`config.mk`:
```
export PLATFORM = sky130hd
export DESIGN_NAME = muldiv_seq
export DESIGN_NICKNAME = d
export VERILOG_FILES = /design/src/rtl/muldiv_seq.sv
export SDC_FILE = /design/constraint.sdc
export NUM_CORES = 2
export LEC_CHECK = 0
export ABC_AREA = 1
export CORE_MARGIN = 10
export CORE_UTILIZATION = 25
export CTS_CLUSTER_SIZE = 20
export DETAILED_ROUTE_END_ITERATION = 10
export PLACE_DENSITY = 0.43
export SLEW_MARGIN = 30
export SYNTH_ARGS = -nofsm -noshare
export SYNTH_HDL_FRONTEND = slang
export SYNTH_SLANG_ARGS = --single-unit
```
`constraint.sdc`:
```
create_clock -name clk -period 3.9 [get_ports clk]
set_clock_uncertainty 0.05 [all_clocks]
set_input_delay 0.78 -clock clk [delete_from_list [all_inputs] [get_ports clk]]
set_output_delay 0.78 -clock clk [all_outputs]
set_load 0.05 [all_outputs]
```
`src/rtl/muldiv_seq.sv`:
```
// Multi-cycle MULT/MULTU/DIV/DIVU sequencer for the execute stage.
// Stalls the pipeline while the multiplier or the restoring divider is busy, then pulses res_valid with HI/LO.
module muldiv_seq #(
  parameter int unsigned W       = 32,
  parameter int unsigned MUL_LAT = 2
) (
  input  logic         clk,
  input  logic         rst,
  input  logic         start,
  input  logic         is_div,
  input  logic         is_sign,
  input  logic [W-1:0] src_a,
  input  logic [W-1:0] src_b,
  input  logic         cancel,
  output logic         md_stall,
  output logic         res_valid,
  output logic [W-1:0] hi,
  output logic [W-1:0] lo
);

  localparam int unsigned CW = $clog2(W);
  localparam logic [CW-1:0] MulLast = CW'(MUL_LAT - 1);
  localparam logic [CW-1:0] DivLast = CW'(W - 1);

  typedef enum logic [1:0] {
    IDLE = 2'd0,
    MUL  = 2'd1,
    DIV  = 2'd2,
    DONE = 2'd3
  } state_t;

  state_t         state;
  logic [CW-1:0]  cnt;
  logic [W-1:0]   divisor;
  logic [W-1:0]   quo;
  logic [W-1:0]   rem;
  logic [2*W-1:0] product;
  logic           negQuo;
  logic           negRem;

  // Operand conditioning: magnitudes for the divider, extended operands for the multiplier
  logic           negA;
  logic           negB;
  logic [W-1:0]   absA;
  logic [W-1:0]   absB;
  logic [2*W-1:0] wideA;
  logic [2*W-1:0] wideB;
  logic [2*W-1:0] prodNext;

  always_comb begin
    negA     = is_sign & src_a[W-1];
    negB     = is_sign & src_b[W-1];
    absA     = negA ? (W'(0) - src_a) : src_a;
    absB     = negB ? (W'(0) - src_b) : src_b;
    wideA    = {{W{negA}}, src_a};
    wideB    = {{W{negB}}, src_b};
    prodNext = wideA * wideB;
  end

  // One restoring-division step plus the signed fix-up of its result
  logic [W:0]   trial;
  logic [W:0]   diff;
  logic         fits;
  logic [W-1:0] quoNext;
  logic [W-1:0] remNext;
  logic [W-1:0] quoFix;
  logic [W-1:0] remFix;

  always_comb begin
    trial   = {rem, quo[W-1]};
    diff    = trial - {1'b0, divisor};
    fits    = ~diff[W];
    quoNext = {quo[W-2:0], fits};
    remNext = fits ? diff[W-1:0] : trial[W-1:0];
    quoFix  = negQuo ? (W'(0) - quoNext) : quoNext;
    remFix  = negRem ? (W'(0) - remNext) : remNext;
  end

  // The hazard unit needs the stall in the same cycle the op is seen in E
  assign md_stall = ((state == IDLE) & start & ~cancel) | (state == MUL) | (state == DIV);

  always_ff @(posedge clk or negedge rst) begin
    if (!rst) begin
      state     <= IDLE;
      cnt       <= '0;
      divisor   <= '0;
      quo       <= '0;
      rem       <= '0;
      product   <= '0;
      negQuo    <= 1'b0;
      negRem    <= 1'b0;
      res_valid <= 1'b0;
      hi        <= '0;
      lo        <= '0;
    end else begin
      res_valid <= 1'b0;
      if (cancel) begin
        state <= IDLE;
        cnt   <= '0;
      end else begin
        unique case (state)
          IDLE: begin
            if (start) begin
              cnt <= '0;
              if (is_div) begin
                divisor <= absB;
                quo     <= absA;
                rem     <= '0;
                negQuo  <= negA ^ negB;
                negRem  <= negA;
                state   <= DIV;
              end else begin
                product <= prodNext;
                state   <= MUL;
              end
            end
          end
          MUL: begin
            if (cnt == MulLast) begin
              hi        <= product[2*W-1:W];
              lo        <= product[W-1:0];
              res_valid <= 1'b1;
              cnt       <= '0;
              state     <= DONE;
            end else begin
              cnt <= cnt + CW'(1);
            end
          end
          DIV: begin
            quo <= quoNext;
            rem <= remNext;
            if (cnt == DivLast) begin
              hi        <= remFix;
              lo        <= quoFix;
              res_valid <= 1'b1;
              cnt       <= '0;
              state     <= DONE;
            end else begin
              cnt <= cnt + CW'(1);
            end
          end
          DONE: begin
            // The instruction that owned this result leaves E now; a new start is not ours
            state <= IDLE;
          end
          default: state <= IDLE;
        endcase
      end
    end
  end

endmodule

```
==> flow_summary_export.csv <==
group,metric,value,unit
status,status,"complete, but fails checks",
status,violations,"negative setup slack",
clocking,clk-insertion-delay-late,0.60,ns
finish,drive_gt1_frac,0.2293,
logic_synthesis,ys_ff_latch,234,
logic_synthesis,synth_fp_nets,8579,
setup_path,path_max_fanout,10,
place,preCtsSetupSlack,-4.943,ns
grt,antenna_found_initial,8,
grt,grt_max_degree,103,
setup_path,slowest_stage,"fa_2",
clocking,cts_tree,"done",
logic_synthesis,syn_area,0.05478,sq mm
grt,grt_overflow_total,0,
logic_synthesis,synth_edf_count,0,
drt,wire_per_inst,19.53,microns
setup_path,crit_start,"src_b[9]",
grt,grt_pass1_wl,324600,microns
logic_synthesis,synth.avg_cell_area,7.685,sq um
timing,max_freq,137.8,MHz
setup_path,required,4.29,ns
floorplanning,ios,136,
finish,diodes,0,
run,cap_violations,0,
timing,fin_ws,-3.359,ns
finish,area_delta_synth_final,31.85,%
logic_synthesis,async_flop_share,1.000,
clocking,clockBufferDepth,3,
clocking,cts-htree-levels,1,
setup_path,crit_arrival,7.65,ns
finish,multiInputGateArea,0.04365,sq mm
logic_synthesis,yosysUniqueCellTypes,58,
setup_path,end_kind,"register",
floorplanning,die_area,0.2383,sq mm
setup_path,max_stage_delay,0.64,ns
timing,finalCritPeriodShare,1.861,
floorplanning,std_cell_rows,171,
logic_synthesis,synthCells,7129,
floorplanning,die-height,488.1,microns
floorplanning,dieWidth,488.1,microns
drt,vias,47951,
place,portBuffers,135,
drt,wl,212100,microns
floorplanning,design.core.area,0.2176,sq mm
timing,finalHoldViolCount,0,
drt,drc,0,
grt,grt_usage,0.1762,
timing,finalSetupViolations,62,
min_path,hold_class,"in2async",
place,hpwlAfterDp,180300,microns
timing,max_slew_margin,0.4529,
drt,first_pass_iters,6,
drt,viasPerCell,4.415,
drt,drt_first_iter_violations,2735,
setup_path,worst_setup_path_start_kind,"input pin",
logic_synthesis,ys_warn_count,0,
clocking,clk_pin_slew,0.07,ns
clocking,cts-root-buf,"clkbuf_16",
setup_path,rr_startpoint,"quo[31]",
setup_path,crit_type,"in2reg",
place,gp_congestion,0.9076,
finish,regArea,0.005856,sq mm
timing,tightest_slew,0.8206,ns
drt,ant_nets,0,
finish,layout.nets,9435,
logic_synthesis,synth_flop_cell,"dfrtp_1",
clocking,cts_inserted_buffers,29,
timing,slew_violations,0,
grt,grt_pass1_vias,52132,
setup_path,crit_top_cell,"inv_1",
finish,fill_cells,22931,
timing,period_needed,7.259,ns
clocking,clock_sinks,234,
timing,rsz0062_at_grt,"true",
floorplanning,initial_core_util,0.2518,
logic_synthesis,synth_seq_area_share,0.1069,
cell usage in the layout, fill, tap and decap left out, types with 111 or more instances in the layout:
cell type	n
ha_1	181
dfrtp_1	234
inv_2	120
nand2_1	1854
buf_4	844
nand3_1	183
buf_12	111
fa_1	1079
nor2_1	281
inv_1	1687
o21ai_0	127
path summary, 6_finish.rpt:
path	endpoint	slack (ns)	cells past startpoint
hold / removal	hi[0]	0.22	1
min in group clk	hi[24]	0.43	2
max in group asynchronous	product[21]	2.65	2
setup / recovery	product[57]	-3.36	30
hold reg to reg	hi[24]	0.43	2
setup reg to reg	lo[30]	-0.30	30
flip-flops by register name, indices dropped and copies added (netlist names):
name,cells
cnt,5
hi,32
negRem,1
rem,32
res_valid,1
divisor,32
negQuo,1
state,2
product,64
lo,32
quo,32
worst max-delay path, delay by kind of cell:
family | cells | cell delay, ns
compound gates | 6 | 0.89
fa+ha+maj | 9 | 4.37
buf+inv | 12 | 1.23
simple gates | 3 | 0.39
what timing repair did:
item,CTS,global route
hold buffers,0,0
setup buffers,67,40
cloned,10,2
resized for setup,507,289
endpoints found under the setup margin,85,95
pin swaps,176,152
hold endpoints to repair,0,0
cell usage after synthesis (all sizes together) (13+ instances only):
library cell,n,share of area
o211ai,20,0.0027
nor4,14,0.0016
xnor2,37,0.0059
o21bai,13,0.0018
xor2,61,0.0098
buf,111,0.0091
a31oi,54,0.0062
inv,1815,0.12
o21ai,214,0.020
a21oi,167,0.016
nand3b,14,0.0019
nand3,208,0.020
o22ai,35,0.0040
dfrtp,234,0.11
nor3,38,0.0038
ha,254,0.058
nor2,365,0.026
nand4,30,0.0034
clkbuf,241,0.017
nand2,1983,0.14
fa,1126,0.41
or2,26,0.0030
layout make-up:
class                           count  share of cell area
Clock buffer                       36             0.01138
Clock inverter                     17            0.003308
Inverter                         1818             0.09485
Multi-Input combinational cell   4725              0.6043
Tap cell                         2854             0.04944
Sequential cell                   234             0.08106
Timing Repair Buffer             1177              0.1556
layer usage:
layer  GRT usage  vias up  routed length [microns]
li1            -    22442                        -
met1      0.2371    24366                    94450
met2      0.3154      944                   105500
met3     0.01068      193                     7334
met4     0.02849        6                     4699
met5           0        -                       47
cell families after synthesis:
family,share of synthesized area
AO/OA/AOI/OAI,0.05883
XOR/XNOR,0.01567
adder cells (fa/ha/maj),0.4695
buffers and inverters,0.1502
flip-flops,0.1069
AND/OR/NAND/NOR,0.1990
through the flow:
stage               TNS (ns)  utilization  instances  instance area, sq um  hold WS [ns]
CTS                  -153.83       0.3260      10829                 70930        0.2199
global route         -171.83       0.3320      10861                 72230        0.2628
global placement     -237.47       0.3096      10703                 67370        0.4144
detailed placement   -238.65       0.3096      10703                 67370        0.4158
finish               -154.80       0.3320      10861                 72230        0.2236
floorplan            -157.18            -       7129                 57180        0.3999
Power is not shown: default switching activity piles up to over one toggle a cycle in this logic, so the estimate is an artifact.
